### src/rtl/uart_pkg.sv
// rtl/uart_pkg.sv - shared UART encodings, bus addresses and oversample constants
package uart_pkg;

  typedef enum logic [1:0] {
    IDLE  = 2'd0,
    START = 2'd1,
    DATA  = 2'd2,
    STOP  = 2'd3
  } rx_state_t;

  localparam logic [15:0] START_SEND = 16'h0110;
  localparam logic [15:0] LOAD_DATA  = 16'h0111;
  localparam logic [15:0] RX_READ    = 16'h0112;

  localparam int unsigned OS_RATE = 16;
  localparam logic [3:0]  OS_MID  = 4'd7;
  localparam logic [3:0]  OS_LAST = 4'd15;

endpackage

### src/rtl/uart_rx_if.sv
// rtl/uart_rx_if.sv - CPU-side bus of the UART receiver
interface uart_rx_if;
  logic [15:0] addr;
  logic        ack;
  logic        irq;
  logic [7:0]  rxdata_out;
  logic        frame_err;
  logic        overrun;

  modport master (
    output addr, ack,
    input  irq, rxdata_out, frame_err, overrun
  );

  modport slave (
    input  addr, ack,
    output irq, rxdata_out, frame_err, overrun
  );
endinterface

### src/rtl/uart_os_tick.sv
// rtl/uart_os_tick.sv - oversample tick generator, one-clk pulse every OS_DIV clks
module uart_os_tick #(
  parameter int unsigned OS_DIV = 651
) (
  input  logic clk,
  input  logic rst,
  input  logic clr,
  output logic os_tick
);

  logic [15:0] cnt;

  // Cycles 0, OS_DIV-1 .. 1 form one period; the tick lands OS_DIV clks after clr.
  always_ff @(posedge clk or negedge rst) begin
    if (!rst) begin
      cnt <= '0;
    end else if (clr) begin
      cnt <= '0;
    end else if (cnt == '0) begin
      cnt <= 16'(OS_DIV - 1);
    end else begin
      cnt <= cnt - 16'd1;
    end
  end

  assign os_tick = (cnt == 16'd1);

endmodule

### src/rtl/uart_rx.sv
// rtl/uart_rx.sv - 8N1 UART receiver with 16x oversampling and interrupt-style handoff
module uart_rx
  import uart_pkg::*;
#(
  parameter int unsigned OS_DIV = 651
) (
  input  logic       clk,
  input  logic       rst,
  input  logic       rxin,
  uart_rx_if.slave   bus,
  output logic [1:0] state
);

  rx_state_t  st;
  logic [1:0] rx_sync;
  logic       rx_s;
  logic       rx_s_d;
  logic [3:0] sctr;
  logic [2:0] bctr;
  logic [7:0] shreg;
  logic [7:0] rxdata_r;
  logic       irq_r;
  logic       frame_err_r;
  logic       overrun_r;
  logic       start_edge;
  logic       os_tick;
  logic       clear;

  assign rx_s       = rx_sync[1];
  assign start_edge = (st == IDLE) && rx_s_d && !rx_s;
  assign clear      = bus.ack || (bus.addr == RX_READ);

  uart_os_tick #(.OS_DIV(OS_DIV)) u_os_tick (
    .clk     (clk),
    .rst     (rst),
    .clr     (start_edge),
    .os_tick (os_tick)
  );

  always_ff @(posedge clk or negedge rst) begin
    if (!rst) begin
      rx_sync     <= 2'b11;
      rx_s_d      <= 1'b1;
      st          <= IDLE;
      sctr        <= '0;
      bctr        <= '0;
      shreg       <= '0;
      rxdata_r    <= '0;
      irq_r       <= 1'b0;
      frame_err_r <= 1'b0;
      overrun_r   <= 1'b0;
    end else begin
      rx_sync <= {rx_sync[0], rxin};
      rx_s_d  <= rx_s;
      if (clear) begin
        irq_r     <= 1'b0;
        overrun_r <= 1'b0;
      end
      case (st)
        IDLE: begin
          if (start_edge) begin
            st   <= START;
            sctr <= '0;
          end
        end
        START: begin
          if (os_tick) begin
            if (sctr == OS_MID) begin
              if (!rx_s) begin
                st   <= DATA;
                sctr <= '0;
                bctr <= '0;
              end else begin
                st <= IDLE;
              end
            end else begin
              sctr <= sctr + 4'd1;
            end
          end
        end
        DATA: begin
          if (os_tick) begin
            sctr <= sctr + 4'd1;
            if (sctr == OS_LAST) begin
              shreg <= {rx_s, shreg[7:1]};
              if (bctr == 3'd7) st <= STOP;
              else              bctr <= bctr + 3'd1;
            end
          end
        end
        STOP: begin
          if (os_tick) begin
            sctr <= sctr + 4'd1;
            if (sctr == OS_LAST) begin
              // A completing byte overrides a same-cycle clear of irq.
              rxdata_r    <= shreg;
              frame_err_r <= ~rx_s;
              irq_r       <= 1'b1;
              overrun_r   <= clear ? 1'b0 : (overrun_r | irq_r);
              st          <= IDLE;
            end
          end
        end
        default: st <= IDLE;
      endcase
    end
  end

  assign bus.irq        = irq_r;
  assign bus.rxdata_out = rxdata_r;
  assign bus.frame_err  = frame_err_r;
  assign bus.overrun    = overrun_r;
  assign state          = st;

endmodule
### src/flat_wrapper.sv
// flat-port wrapper written by rule: the top's interface ports become plain ports
module uart_rx_flat import uart_pkg::*;
#(
  parameter int unsigned OS_DIV = 651
)
  (clk, rst, rxin, state, bus_addr, bus_ack, bus_irq, bus_rxdata_out, bus_frame_err, bus_overrun);
  uart_rx_if bus_i ();
  input  logic clk;
  input  logic rst;
  input  logic rxin;
  output logic [1:0] state;
  input wire logic [$bits(bus_i.addr)-1:0] bus_addr;
  input wire logic [$bits(bus_i.ack)-1:0] bus_ack;
  output wire logic [$bits(bus_i.irq)-1:0] bus_irq;
  output wire logic [$bits(bus_i.rxdata_out)-1:0] bus_rxdata_out;
  output wire logic [$bits(bus_i.frame_err)-1:0] bus_frame_err;
  output wire logic [$bits(bus_i.overrun)-1:0] bus_overrun;
  assign bus_i.addr = bus_addr;
  assign bus_i.ack = bus_ack;
  assign bus_irq = bus_i.irq;
  assign bus_rxdata_out = bus_i.rxdata_out;
  assign bus_frame_err = bus_i.frame_err;
  assign bus_overrun = bus_i.overrun;
  uart_rx #(.OS_DIV(OS_DIV)) u_core (.clk(clk), .rst(rst), .rxin(rxin), .bus(bus_i), .state(state));
endmodule
### config.mk
export PLATFORM = sky130hd
export DESIGN_NAME = uart_rx_flat
export DESIGN_NICKNAME = d
export VERILOG_FILES = /design/src/rtl/uart_pkg.sv /design/src/rtl/uart_rx_if.sv /design/src/rtl/uart_os_tick.sv /design/src/rtl/uart_rx.sv /design/src/flat_wrapper.sv
export SDC_FILE = /design/constraint.sdc
export NUM_CORES = 1
export LEC_CHECK = 0
export BUFFER_PORTS_ARGS = -buffer_cell sky130_fd_sc_hd__clkbuf_2
export CORE_MARGIN = 10
export CORE_UTILIZATION = 40
export CTS_BUF_LIST = sky130_fd_sc_hd__clkbuf_2 sky130_fd_sc_hd__clkbuf_4 sky130_fd_sc_hd__clkbuf_8
export DETAILED_ROUTE_END_ITERATION = 10
export SETUP_SLACK_MARGIN = 0.2
export SYNTH_ARGS = -nofsm -noshare
export SYNTH_HDL_FRONTEND = slang
export SYNTH_SLANG_ARGS = --single-unit
export TNS_END_PERCENT = 10
### constraint.sdc
create_clock -name clk -period 2.45 [get_ports clk]
set_input_delay 0 -clock clk [delete_from_list [all_inputs] [get_ports clk]]
set_output_delay 0 -clock clk [all_outputs]
set_load 0.005 [all_outputs]
==> Word-level counts from Yosys, hierarchy flattened <==
Cells that the tools add are included.
{ "totals": {"reg_bits": 47, "input_bits": 20, "output_inout_bits": 13, "wordCells": 83} }
{ "op_classes": {"n_addsub": 3, "n_eq_ne": 20, "n_mux": 34, "bitwise_logic": 2, "reduce_logical": 13} }
{ "op_table": {"columns": ["operator", "n"], "rows": [
  ["$mux 16", 2],
  ["$mux 4", 5],
  ["$mux 2", 9],
  ["$mux 3", 6],
  ["$ne 2x1->1 const B", 9],
  ["$eq 16x1->1 const B", 1],
  ["$eq 16x9->1 const B", 1],
  ["$logic_not 16->1", 1],
  ["$sub 16x1->16 const B", 1],
  ["$pmux 4 s3", 1],
  ["$mux 1", 9],
  ["$pmux 2 s4", 1],
  ["$reduce_and 8->1", 1],
  ["$reduce_and 7->1", 1],
  ["$pmux 3 s2", 1],
  ["$reduce_and 3->1", 2],
  ["$add 4x1->4 const B", 1],
  ["$eq 2x2->1 const B", 2],
  ["$eq 4x3->1 const B", 1],
  ["$eq 4x4->1 const B", 1],
  ["$ne 2x2->1 const B", 2],
  ["$reduce_and 4->1", 1],
  ["$add 3x1->3 const B", 1],
  ["$eq 3x3->1 const B", 1],
  ["10 further kinds", 11]
]} }

==> Logic depth before layout (Yosys ltp) <==
{ "logic_depth": {"word_depth": 6, "ltp_mapped": 9, "depth_no_buf": 7} }

==> By module <==
Synthesis repeated with hierarchy kept, for this count alone.
{ "hier_totals": {"cells_unflattened": 207, "hier_area_um2": 2394.8} }
{ "by_module_without_submodules": {"columns": ["module", "n_inst", "cells_each", "area_each_um2", "seq_area_each_um2"], "rows": [
  ["uart_rx", 1, 126, 1501.4, 779.5],
  ["uart_os_tick", 1, 81, 893.4, 400.4]
]} }

==> Worst setup path before layout <==
OpenSTA, ideal clock, no wires.
{ "synth_timing": {"path_kind": "reg-to-reg", "startpoint": "register u_core.st[0], in the netlist u_core.state[0]", "endpoint": "register u_core.sctr[0]", "setup_time_ps": 125, "arrival_time_ps": 1782, "required_time_ps": 2325, "path_slack_ps": 543, "stages_incl_launch_ff": 8, "path_buffers": 1, "period_less_slack_ps": 1907, "path_cell_list": "dfrtp_1 -> inv_1 -> ha_1 -> clkbuf_1 -> nor2_1 -> o21ai_0 -> nand2_1 -> mux2_2"} }
{ "synth_between": {"elab_chain_len": 5, "word_cells_on_any_way": 13, "classes_between": "eq/ne (7); mux (1); reduce/logical (5)"} }
{ "synth_lines": {"columns": ["element", "line", "source"], "rows": [
  ["from (decl)", "uart_rx.sv:14", "rx_state_t st;"],
  ["from (signal assigned)", "uart_rx.sv:44", "st <= IDLE;"],
  ["from (signal assigned)", "uart_rx.sv:62", "st <= START;"],
  ["from (signal assigned)", "uart_rx.sv:70", "st <= DATA;"],
  ["$logic_not 2->1", "uart_rx.sv:30, uart_rx.sv:59", null],
  ["$logic_and 1x1->1 (2 in series)", "uart_rx.sv:30", "assign start_edge = (st == IDLE) && rx_s_d && !rx_s;"],
  ["$ne 2x1->1 (no source line)", null, null],
  ["$reduce_and 4->1 (no source line)", null, null],
  ["to (signal assigned)", "uart_rx.sv:77", "sctr <= sctr + 4'd1;"],
  ["to (signal assigned)", "uart_rx.sv:83", "sctr <= sctr + 4'd1;"],
  ["to (signal assigned)", "uart_rx.sv:93", "sctr <= sctr + 4'd1;"],
  ["to (decl)", "uart_rx.sv:18", "logic [3:0] sctr;"]
]} }
Several ways; a longest one is shown, not always the timed one.
A chain may end at the register's enable or synchronous reset.

==> Worst setup path after layout <==
{ "layout_timing": {"startpoint": "register u_core.u_os_tick.cnt[13]", "endpoint": "register u_core.sctr[0]"} }
{ "layout_between": {"elab_chain_len": 3, "word_cells_on_any_way": 4, "classes_between": "eq/ne (3); reduce/logical (1)"} }
{ "layout_lines": {"columns": ["element", "line", "source"], "rows": [
  ["from (decl)", "uart_os_tick.sv:11", "logic [15:0] cnt;"],
  ["from (signal assigned)", "uart_os_tick.sv:20", "cnt <= 16'(OS_DIV - 1);"],
  ["from (signal assigned)", "uart_os_tick.sv:22", "cnt <= cnt - 16'd1;"],
  ["$eq 16x1->1 *", "uart_os_tick.sv:26", "assign os_tick = (cnt == 16'd1);"],
  ["$ne 2x1->1 (no source line)", null, null],
  ["$reduce_and 4->1 (no source line) *", null, null]
]} }
Every way passes the cells marked *; elsewhere a longest branch is shown, timed or not.

==> run_results.csv <==
group,metric,value,unit
cts,cts_tree,"done",
worst_setup_path,path_max_fanout,9,
grt,track_usage,9.70,%
die,die-area,9360,sq um
grt,antenna_found_initial,0,
drt,drt-vias-per-instance,5.05,
worst_setup_path,worstSetupEndpointType,"register",
drt,drt_wl_total,4490,microns
placement,placedCellCount,318,
timing,finalCritPeriodShare,84.6,%
logic_synthesis,synthCells,214,
worst_setup_path,required,2.63,ns
cells_and_area,drive_gt1_share,28.0,%
timing,tightest_slew,0.758,ns
logic_synthesis,ys_top_cells_by_area,"dfrtp_1, mux2_2, ha_1",
logic_synthesis,yosysWarnings,0,
drt,routedWlPerCell,13.6,microns
cells_and_area,finalNetCount,287,
die,row_count,27,
timing,drv_slew,0,
job,maxCapViolations,0,
cts,cts_setup_buffers,0,
timing,period_minus_slack,2.07,ns
timing,hold_viol,0,
drt,firstDrtPassIters,4,
cells_and_area,stdcell_count,329,
power,vdd_drop_max,0.563,mV
cts,clk_latency,0.30,ns
grt,grt_pass1_wl,7980,microns
power,p_leak,1.34,nW
worst_setup_path,startpoint_type,"register",
logic_synthesis,synth_edf_count,0,
cts,cts.sinks,47,
worst_setup_path,crit_slowest_cell,"nor4_1",
timing,setup_tns,0,ns
cts,clk_pin_slew,0.09,ns
logic_synthesis,synth_seq_cells,47,
timing,slew_headroom,48.9,%
die,dieHeight,96.7,microns
timing,clock_skew,0.0101,ns
logic_synthesis,synth_top_area_share,46.7,%
drt,drc,0,
cts,cts_max_path_buffers,2,
grt,grt_pass1_vias,1714,
grt,grt_max_degree,48,
die,floorplan.initialDensity,42.0,%
worst_setup_path,crit_type,"reg2reg",
logic_synthesis,synth.avg_cell_area,11.0,sq um
timing,max_freq,482,MHz
logic_synthesis,syn_nets,245,
worst_setup_path,crit_path_cell_trace,"nor4_1 > and4_4 > o21ai_0 > nand2_1 > mux2_2",
cells_and_area,diodes,0,
power,p_per_area,872,nW/um^2
die,coreArea,5610,sq um
drt,wl_met3,222,microns
logic_synthesis,synth_area,2360,sq um
drt,dr.max_layer_used,"met4",
drt,route.met2.wl,1920,microns
cells_and_area,areaGrowthSynthToFinish,17.3,%
worst_setup_path,max_stage_delay,0.46,ns
logic_synthesis,async_reset_ff_share,100,%
logic_synthesis,synth_largest_area_cell,"dfrtp_1",
drt,wl_met1,2300,microns
cts,cts_root_buf,"clkbuf_8",
power,p_total,0.00241,W
min_path,hp-class,"in2reg",
drt,drt-initial-drc-count,67,
drt,ant_nets,0,
worst_setup_path,crit_arrival,2.26,ns
placement,dp_hpwl,3330,microns
timing,rsz0062_at_grt,"no",
logic_synthesis,seq_area_frac_synth,50.1,%
cts,numCtsBuffers,5,
die,die_w,96.7,microns
run_status,status,"complete, no violations",
placement,gp_congestion,0.773,
logic_synthesis,ys_types,47,
die,io_pins,33,
drt,vias,1661,
grt,grt-ovfl-total,0,
cts,htree_levels,2,
placement,port_buffers,32,
logic_synthesis,synth_top_flop_cell,"dfrtp_1",
timing,setup_viol,0,
[report_power, final]
part           switching [W]  leakage, nW  internal, W
registers           0.000176        0.627     0.000917
logic               0.000405        0.656     0.000337
clock network       0.000266       0.0548     0.000307
[area by class of cell]
type                       count  area, sq um
clock buffer                   5         68.8
clock inverter                 3         46.3
fill                         561         2850
inverter                       9         33.8
multi-input combinational    154         1120
sequential                    47         1180
tap                           72         90.1
timing repair buffer          39          220
[registers in the layout, summed over array words and instances, names as in the netlist, 2 cells and up, named ones only]
name	count
u_core.u_os_tick.cnt	16
u_core.bus.rxdata_out	8
u_core.shreg	8
u_core.sctr	4
u_core.bctr	3
u_core.rx_sync	2
[critical path: cells and delay by family, from the launching register on]
family,cells,cell delay (ns)
flops,1,0.41
compound gates,1,0.18
simple gates,3,1.02
mux,1,0.34
[metal layers]
| layer | global-route usage (%) | vias up |
|---|---|---|
| li1 | - | 850 |
| met1 | 12.9 | 773 |
| met2 | 14.6 | 34 |
| met3 | 3.26 | 4 |
| met4 | 2.71 | 0 |
| met5 | 0 | - |
[cell usage after synthesis (all sizes together), types with 4 or more instances]
cell type  count
mux2          17
nand2         18
ha            11
a21oi          6
xor2           6
nor4           6
nor4b          7
inv            9
and3           4
xnor2          5
dfrtp         44
nand3         12
nor2          24
[path summary, 6_finish.rpt]
| check | endpoint | start | slack [ns] | depth (start not counted) |
|---|---|---|---|---|
| worst max-delay path | u_core.sctr[0]$_DFFE_PN0P_ | u_core.u_os_tick.cnt[13]$_DFF_PN0_ | 0.38 | 5 |
| worst min-delay path | u_core.bus.overrun$_DFF_PN0_ | bus_addr[9] | 0.22 | 4 |
| worst max register to register | u_core.sctr[0]$_DFFE_PN0P_ | u_core.u_os_tick.cnt[13]$_DFF_PN0_ | 0.38 | 5 |
| worst min register to register | u_core.rx_sync[1]$_DFF_PN1_ | u_core.rx_sync[0]$_DFF_PN1_ | 0.36 | 0 |
| max in group asynchronous | u_core.bus.overrun$_DFF_PN0_ | rst | 1.73 | 3 |
| min in group asynchronous | u_core.shreg[0]$_DFFE_PN0P_ | rst | 0.32 | 3 |
[stage by stage]
step / hold slack [ns] / setup WS [ns] / instance area [sq um] / utilization, %
after floorplan: -0.296 / 0.543 / 2360 / -
after global placement: 0.0893 / 0.324 / 2610 / 46.6
after detailed placement: 0.0897 / 0.265 / 2610 / 46.6
after CTS: 0.235 / 0.245 / 2760 / 49.2
after global routing: 0.317 / 0.225 / 2760 / 49.3
final: 0.220 / 0.377 / 2760 / 49.3
[timing repair]
| item | CTS | global route |
|---|---|---|
| hold buffers | 3 | 0 |
| endpoints found under the setup margin | 0 | 15 |
| resized for setup | 0 | 3 |
| hold endpoints to repair | 47 | 0 |
[logic make-up after synthesis]
group,count (synthesis),synth area share [%]
compound gates,28,8.50
xor+xnor,11,4.09
fa+ha+maj,11,5.84
buf+inv,13,2.44
flops,47,50.1
mux,18,8.55
simple gates,86,20.5
[placed cells by master, fill, tap and decap left out, drive strengths merged, types with 5 or more instances in the layout]
cell    netlist  layout
nand3        12      12
nor4b         7       7
xor2          6       6
nor2         24      24
a21oi         6       6
dfrtp        44      44
mux2         17      17
inv           9      10
xnor2         5       5
clkbuf        2      37
nor4          6       6
nand2        18      18
ha           11      11
Note: power is estimated with default switching activity, not from simulation.
